**src/rtl/mips32_pkg.sv**
```systemverilog
// Shared constants and encodings for the mips32 core pipeline.
package mips32_pkg;

   localparam int unsigned DATA_W = 32;
   localparam int unsigned ADDR_W = 5;

   typedef enum logic [1:0] {
      LS_WORD = 2'b00,
      LS_HALF = 2'b01,
      LS_BYTE = 2'b10,
      LS_RSVD = 2'b11
   } load_size_e;

   typedef enum logic {
      ST_IDLE,
      ST_WAIT_LOAD
   } wb_state_e;

endpackage

```
**src/rtl/load_formatter.sv**
```systemverilog
// Selects the little-endian byte/half lane of a data-memory word and
// sign- or zero-extends it to the datapath width.
module load_formatter
   import mips32_pkg::*;
#(
   parameter int unsigned DATA_W = mips32_pkg::DATA_W
) (
   input  logic [DATA_W-1:0] rdata,
   input  logic [1:0]        size,
   input  logic              is_signed,
   input  logic [1:0]        byte_off,
   output logic [DATA_W-1:0] value
);

   logic [7:0]  lane8;
   logic [15:0] lane16;

   always_comb begin
      lane8  = rdata[{byte_off, 3'b000} +: 8];
      lane16 = rdata[{byte_off[1], 4'b0000} +: 16];
      value  = rdata;
      case (load_size_e'(size))
         LS_HALF: value = {{(DATA_W-16){is_signed & lane16[15]}}, lane16};
         LS_BYTE: value = {{(DATA_W-8){is_signed & lane8[7]}}, lane8};
         default: value = rdata;
      endcase
   end

endmodule

```
**src/rtl/writeback_stage.sv**
```systemverilog
// MEM/WB stage: registers ALU results, waits on data-memory loads with a
// ready handshake, and drives the register bank write port plus forward tap.
module writeback_stage
   import mips32_pkg::*;
#(
   parameter int unsigned DATA_W = mips32_pkg::DATA_W,
   parameter int unsigned ADDR_W = mips32_pkg::ADDR_W
) (
   input  logic              clk,
   input  logic              rst,
   input  logic              mem_valid,
   input  logic              mem_regWrite,
   input  logic              mem_memToReg,
   input  logic [1:0]        mem_loadSize,
   input  logic              mem_loadSigned,
   input  logic [1:0]        mem_byteOff,
   input  logic [DATA_W-1:0] mem_aluResult,
   input  logic [ADDR_W-1:0] mem_rd,
   input  logic [DATA_W-1:0] dmem_rdata,
   input  logic              dmem_ready,
   output logic              regWrite,
   output logic [ADDR_W-1:0] rWriteAddress,
   output logic [DATA_W-1:0] rWriteValue,
   output logic              stall,
   output logic              fwdValid,
   output logic [ADDR_W-1:0] fwdAddress,
   output logic [DATA_W-1:0] fwdValue
);

   wb_state_e         state_q, state_d;
   logic              reg_write_q, reg_write_d;
   logic [ADDR_W-1:0] waddr_q, waddr_d;
   logic [DATA_W-1:0] wdata_q, wdata_d;

   logic              ld_we_q, ld_we_d;
   logic [ADDR_W-1:0] ld_rd_q, ld_rd_d;
   logic [1:0]        ld_size_q, ld_size_d;
   logic              ld_signed_q, ld_signed_d;
   logic [1:0]        ld_off_q, ld_off_d;

   logic [DATA_W-1:0] fmt_value;

   load_formatter #(.DATA_W(DATA_W)) u_fmt (
      .rdata     (dmem_rdata),
      .size      (ld_size_q),
      .is_signed (ld_signed_q),
      .byte_off  (ld_off_q),
      .value     (fmt_value)
   );

   always_comb begin
      state_d     = state_q;
      reg_write_d = 1'b0;
      waddr_d     = waddr_q;
      wdata_d     = wdata_q;
      ld_we_d     = ld_we_q;
      ld_rd_d     = ld_rd_q;
      ld_size_d   = ld_size_q;
      ld_signed_d = ld_signed_q;
      ld_off_d    = ld_off_q;
      case (state_q)
         ST_IDLE: begin
            if (mem_valid) begin
               if (mem_memToReg) begin
                  ld_we_d     = mem_regWrite;
                  ld_rd_d     = mem_rd;
                  ld_size_d   = mem_loadSize;
                  ld_signed_d = mem_loadSigned;
                  ld_off_d    = mem_byteOff;
                  state_d     = ST_WAIT_LOAD;
               end else begin
                  reg_write_d = mem_regWrite && (mem_rd != '0);
                  waddr_d     = mem_rd;
                  wdata_d     = mem_aluResult;
               end
            end
         end
         ST_WAIT_LOAD: begin
            // mem_valid is ignored here: upstream is holding the load itself
            if (dmem_ready) begin
               reg_write_d = ld_we_q && (ld_rd_q != '0);
               waddr_d     = ld_rd_q;
               wdata_d     = fmt_value;
               state_d     = ST_IDLE;
            end
         end
         default: state_d = ST_IDLE;
      endcase
   end

   always_ff @(posedge clk or negedge rst) begin
      if (!rst) begin
         state_q     <= ST_IDLE;
         reg_write_q <= 1'b0;
         waddr_q     <= '0;
         wdata_q     <= '0;
         ld_we_q     <= 1'b0;
         ld_rd_q     <= '0;
         ld_size_q   <= '0;
         ld_signed_q <= 1'b0;
         ld_off_q    <= '0;
      end else begin
         state_q     <= state_d;
         reg_write_q <= reg_write_d;
         waddr_q     <= waddr_d;
         wdata_q     <= wdata_d;
         ld_we_q     <= ld_we_d;
         ld_rd_q     <= ld_rd_d;
         ld_size_q   <= ld_size_d;
         ld_signed_q <= ld_signed_d;
         ld_off_q    <= ld_off_d;
      end
   end

   // Combinational so it falls with dmem_ready and with reset.
   assign stall         = (state_q == ST_WAIT_LOAD) && !dmem_ready;

   assign regWrite      = reg_write_q;
   assign rWriteAddress = waddr_q;
   assign rWriteValue   = wdata_q;
   assign fwdValid      = reg_write_q;
   assign fwdAddress    = waddr_q;
   assign fwdValue      = wdata_q;

endmodule

```
**config.mk**
```make
export PLATFORM = sky130hd
export DESIGN_NAME = writeback_stage
export DESIGN_NICKNAME = d
export VERILOG_FILES = /design/src/rtl/mips32_pkg.sv /design/src/rtl/load_formatter.sv /design/src/rtl/writeback_stage.sv
export SDC_FILE = /design/constraint.sdc
export NUM_CORES = 1
export LEC_CHECK = 0
export CAP_MARGIN = 30
export CORE_AREA = 2 2 78 109
export CTS_CLUSTER_DIAMETER = 60
export CTS_CLUSTER_SIZE = 12
export DETAILED_ROUTE_END_ITERATION = 16
export DIE_AREA = 0 0 80 111
export GPL_TIMING_DRIVEN = 0
export PLACE_DENSITY = 0.82
export SLEW_MARGIN = 0
export SYNTH_ARGS = -nofsm -noshare
export SYNTH_HDL_FRONTEND = slang
export SYNTH_SLANG_ARGS = --single-unit
```
**constraint.sdc**
```tcl
create_clock -name clk -period 2.8 [get_ports clk]
set_input_delay 0.56 -clock clk [delete_from_list [all_inputs] [get_ports clk]]
set_output_delay 0.56 -clock clk [all_outputs]
set_load 0.02 [all_outputs]
```
==> flow_summary.ini, run 1 <==
[status]
status = completed

[setup_path]
required_ps = 2240
worstPathArrival_ps = 2070
critPathMaxFanout = 10
setup.worst_path.class = reg2out
cp-start-kind = flip-flop
end_kind = output pin
r2r_slack_ps = 470

[yosys]
syn_inst = 324
synth-seq-cells = 50
ys.flop_type = dfrtp_1
yosysWarnings = 0
synthArstFlopShare_pct = 100
synth_fp_nets = 406
synth-seq-area-share_pct = 40.5
synth_area_um2 = 3090
synth_edf_count = 0
synth.avg_cell_area_um2 = 9.53
synth.distinct_cells = 38

[die]
start_util_pct = 38.6
core_area_um2 = 8000
dieArea_um2 = 8880
die_h_um = 111
ios = 157
fp.dieW_um = 80
core.rowCount = 39

[detailed_routing]
wl_per_cell_um = 16.7
drtAntennaViolNets = 0
drcViolationCount = 0
viasPerCell = 5.19
drt-total-wl_um = 9860
dr_total_vias = 3068
drt_iter0_markers = 183
dr.pass1.iters = 4

[global_route]
overflow = 0
groute.layer.met1.usage_pct = 24.2
use_met2_pct = 39.9
antenna_found_initial = 0
grt_pass1_vias = 3134
grt.met3_usage_pct = 3.26
grt_max_degree = 32
grt_pass1_wl_um = 15400
grt_usage_pct = 21.9
gr-max-usage-layer = met2

[clock_network]
htree_num_levels = 2
cts.sinks = 50
insertion_delay_ps = 290
clockBufferDepth = 2
path_clk_slew_ps = 70
ctsResizeCount = 0
cts_buffers = 5
postCtsSetupBuffers = 0
cts_hold_buf = 0
cts_tree = yes
root_buffer = clkbuf_16

[place]
hpwl_um = 7940
gp_congestion = 0.911
place_ws_ps = 245
placed_area_um2 = 4790
io_buffers = 156

[finish]
antennaDiodeCount = 0
syn_to_final_growth_pct = 60.5
layout-drive-gt1-share_pct = 15.5
design_area_um2 = 4960
nFillCells = 667
nets = 570

[timing]
timing.final.crit_period_ps = 2630
setup_tns_ps = 0
final.setup.worst_slack_ps = 175
hold_slack_ps = 231
setup-violations-final = 0
worst_pin_slew_ps = 700
finalMaxSlewViolations = 0
maxSlewHeadroom_pct = 53.1
period_share_pct = 93.8
finalHoldViolCount = 0
fmax_ghz = 0.381
rsz0062_at_grt = false
fin_skew_ps = 4.29

[pwr]
p_per_area_nw_per_um2 = 794
total_power_uw = 3930
p_leak_uw = 0.00217
ir_worst_vdd_uv = 406

[worst_hold_path]
hold_class = in2async

[run]
cap_violations = 0
-- cell type report --
| class | count | area, µm² | share of cell area, % |
|---|---|---|---|
| timing repair buffer | 157 | 1580 | 31.8 |
| multi-input combinational | 205 | 1410 | 28.3 |
| clock inverter | 3 | 40.0 | 0.807 |
| clock buffer | 5 | 125 | 2.52 |
| tap | 102 | 128 | 2.57 |
| sequential | 50 | 1250 | 25.2 |
| inverter | 12 | 45.0 | 0.908 |
| buffer | 57 | 388 | 7.82 |
-- registers in the layout (all words and copies together), names as in the netlist --
register / cells
fwdValue: 32
fwdAddress: 5
ld_rd_q: 5
ld_off_q: 2
ld_size_q: 2
fwdValid: 1
ld_signed_q: 1
ld_we_q: 1
state_q: 1
-- metal layers --
metal,wire (µm),vias to the layer above
met3,494,26
met5,0,-
li1,-,1448
met1,3700,1471
met4,325,0
met2,5340,123
-- per-stage QoR --
step | utilization [%] | cells
6_report | 62.0 | 591
5_1_grt | 62.0 | 591
4_1_cts | 62.0 | 591
3_5_place_dp | 59.9 | 583
3_3_place_gp | 59.7 | 582
2_1_floorplan | - | 324
-- worst max-delay path: stages, from the launching register on --
cell and delay [ps]:
dfrtp_1 360, buf_4 160, inv_1 240, clkbuf_1 370
nor2_1 100, clkdlybuf4s50_1 550
-- cell families (layout without fill, tap and decap cells) --
logic type	after synthesis	in the layout	share of synthesized area, %
AOI/OAI and AO/OA	80	80	19.0
adders and majority gates	2	2	0.810
buffers and inverters	69	234	14.0
DFF	50	50	40.5
muxes	33	33	11.6
and+or+nand+nor	90	90	14.1
-- cell usage after synthesis (2+ instances only) --
cell	instances	area, µm²
nand2b_1	10	62.6
nor2b_1	7	43.8
nor2_1	19	71.3
mux2_2	12	135
inv_1	11	41.3
or4_1	2	15.0
clkbuf_1	6	22.5
buf_4	42	315
o22ai_1	2	12.5
a2111oi_0	6	52.6
nor3_1	16	80.1
a211oi_1	16	120
o21bai_1	8	60.1
a211o_1	8	70.1
mux2i_1	20	200
buf_2	7	35.0
a21oi_1	12	60.1
nand2_1	25	93.8
dfrtp_1	50	1250
o32a_1	7	70.1
o21ai_0	12	60.1
ha_1	2	25.0
and3_1	9	56.3
-- final timing paths --
path / start / end / cells after the start
setup reg to reg: ld_size_q[0] / fwdValue[28] / 7
hold / removal: rst / fwdValue[11] / 1
setup / recovery: state_q / stall / 5
min in group clk: fwdAddress[0] / fwdAddress[0] / 2
max in group asynchronous: rst / state_q / 2
hold reg to reg: fwdAddress[0] / fwdAddress[0] / 2
-- placed cells by master (no fill, tap or decap), types with 2 or more instances in the layout --
cell / synthesis / final
clkdlybuf4s50_1: 0 / 155
dfrtp_1: 50 / 50
buf_4: 42 / 42
nand2_1: 25 / 25
mux2i_1: 20 / 20
nor2_1: 19 / 19
nor3_1: 16 / 16
a211oi_1: 16 / 16
o21ai_0: 12 / 12
mux2_2: 12 / 12
a21oi_1: 12 / 12
inv_1: 11 / 11
nand2b_1: 10 / 10
and3_1: 9 / 9
buf_2: 7 / 8
o21bai_1: 8 / 8
a211o_1: 8 / 8
nor2b_1: 7 / 7
o32a_1: 7 / 7
clkbuf_1: 6 / 6
a2111oi_0: 6 / 6
clkbuf_16: 0 / 5
or4_1: 2 / 2
o22ai_1: 2 / 2
ha_1: 2 / 2
clkinv_2: 0 / 2
-- power breakdown --
group	internal, µW	switching (µW)
Sequential	924	177
Combinational	1130	1020
Clock	419	265
Total	2470	1460
(Power assumes the default switching activity.)
==> inputs of run 2 (changes only) <==
--- a/config.mk
+++ b/config.mk
@@ -6,13 +6,13 @@
 export NUM_CORES = 1
 export LEC_CHECK = 0
 export CAP_MARGIN = 30
-export CORE_AREA = 2 2 78 109
+export CORE_AREA = 2 2 74 105
 export CTS_CLUSTER_DIAMETER = 60
 export CTS_CLUSTER_SIZE = 12
 export DETAILED_ROUTE_END_ITERATION = 16
-export DIE_AREA = 0 0 80 111
+export DIE_AREA = 0 0 76 107
 export GPL_TIMING_DRIVEN = 0
-export PLACE_DENSITY = 0.82
+export PLACE_DENSITY = 0.88
 export SLEW_MARGIN = 0
 export SYNTH_ARGS = -nofsm -noshare
 export SYNTH_HDL_FRONTEND = slang
==> flow_summary.ini, run 2 (synthesis gave the netlist of run 1 again) <==
[run]
cap_violations = 0

[finish]
largest_register_ffs = 32
layout-drive-gt1-share_pct = 15.5
nets = 570
syn_to_final_growth_pct = 58.0
antennaDiodeCount = 0
final_common_cell = clkdlybuf4s50_1
final_cell_mix = 155 x clkdlybuf4s50_1, 50 x dfrtp_1, 42 x buf_4, 25 x nand2_1, 20 x mux2i_1

[global_route]
overflow = 0
antenna_found_initial = 0
grt_pass1_wl_um = 15700
grt_pass1_vias = 3138
grt_max_degree = 28
grt_usage_pct = 24.3

[pwr]
ir_worst_vdd_uv = 390
switchingPower_uw = 1450
p_per_area_nw_per_um2 = 757
p_leak_uw = 0.00214
p_int_uw = 2250
seqPwrFrac_pct = 29.7
p_clk_share_pct = 12.1
combinationalPowerShare_pct = 58.3
total_power_uw = 3700
switching_share_pct = 39.1

[timing]
fin_skew_ps = 5.08
worst_pin_slew_ps = 727
finalMaxSlewViolations = 0
setup-violations-final = 0
period_share_pct = 94.6
rsz0062_at_grt = false
hold_slack_ps = 238
fmax_ghz = 0.377
final.setup.worst_slack_ps = 150
finalHoldViolCount = 0
maxSlewHeadroom_pct = 51.3
timing.final.crit_period_ps = 2650

[detailed_routing]
dr_total_vias = 3060
wl_per_cell_um = 17.0
dr.pass1.iters = 4
drcViolationCount = 0
drtAntennaViolNets = 0
viasPerCell = 5.22
drt_iter0_markers = 138
drt-total-wl_um = 9960

[clock_network]
cts_buffers = 5
cts.sinks = 50
cts_hold_buf = 0
root_buffer = clkbuf_8
htree_num_levels = 2
postCtsSetupBuffers = 0
cts_tree = yes
ctsResizeCount = 0
insertion_delay_ps = 300
clockBufferDepth = 2
path_clk_slew_ps = 90

[setup_path]
setup.worst_path.class = reg2out
end_kind = output pin
cp-start-kind = flip-flop
critPathMaxFanout = 10
worstPathArrival_ps = 2090
required_ps = 2240

[die]
ios = 157
core.rowCount = 37
die_h_um = 107
core_area_um2 = 7180
dieArea_um2 = 8130
start_util_pct = 43.1
fp.dieW_um = 76

[status]
status = completed

[place]
place_ws_ps = 206
io_buffers = 156
gp_congestion = 0.989
hpwl_um = 8100

[worst_hold_path]
hold_class = in2async
run 2: cell type report:
type | count | area, µm²
inverter | 12 | 45.0
clock inverter | 2 | 12.5
fill | 607 | 2290
tap | 97 | 121
buffer | 57 | 388
sequential | 50 | 1250
multi-input combinational | 205 | 1410
timing repair buffer | 157 | 1580
clock buffer | 6 | 82.6
run 2: metrics by stage:
step | TNS [ps] | util (%) | cells | cell area [µm²]
global placement | -13760 | 66.5 | 577 | 4770
global route | 0 | 68.0 | 586 | 4880
detailed placement | 0 | 66.7 | 578 | 4790
finish | 0 | 68.0 | 586 | 4880
CTS | 0 | 68.0 | 586 | 4880
floorplan | 0 | - | 324 | 3090
run 2: critical path: stages (launching register included):
cell and delay [ps]:
dfrtp_1 380, buf_4 160, inv_1 230, clkbuf_1 380, nor2_1 100, clkdlybuf4s50_1 550
run 2: power groups by stage:
stage / registers (µW) / logic (µW) / clock network [µW]
final: 1100 / 2150 / 447
after global routing: 1130 / 2270 / 487
after detailed placement: 1110 / 2160 / 0
after floorplan: 1280 / 1000 / 0
after CTS: 1100 / 2160 / 452
after global placement: 1100 / 2110 / 0
run 2: path summary, 6_finish.rpt:
kind	startpoint	end	slack (ps)	cells after the start
max	state_q	stall	150	5
min	rst	fwdValue[14]	240	1
max reg2reg	ld_size_q[0]	fwdValue[24]	450	7
min reg2reg	fwdValue[12]	fwdValue[12]	530	1
max in group asynchronous	rst	fwdValue[3]	2010	2
min in group clk	fwdValue[12]	fwdValue[12]	530	1
run 2: routing by layer:
layer / up-vias / wire length (µm) / global-route usage [%]
met5: - / 0 / 0
met4: 0 / 365 / 11.9
met3: 26 / 494 / 3.62
met2: 120 / 5470 / 45.7
met1: 1468 / 3630 / 26.5
li1: 1446 / - / -
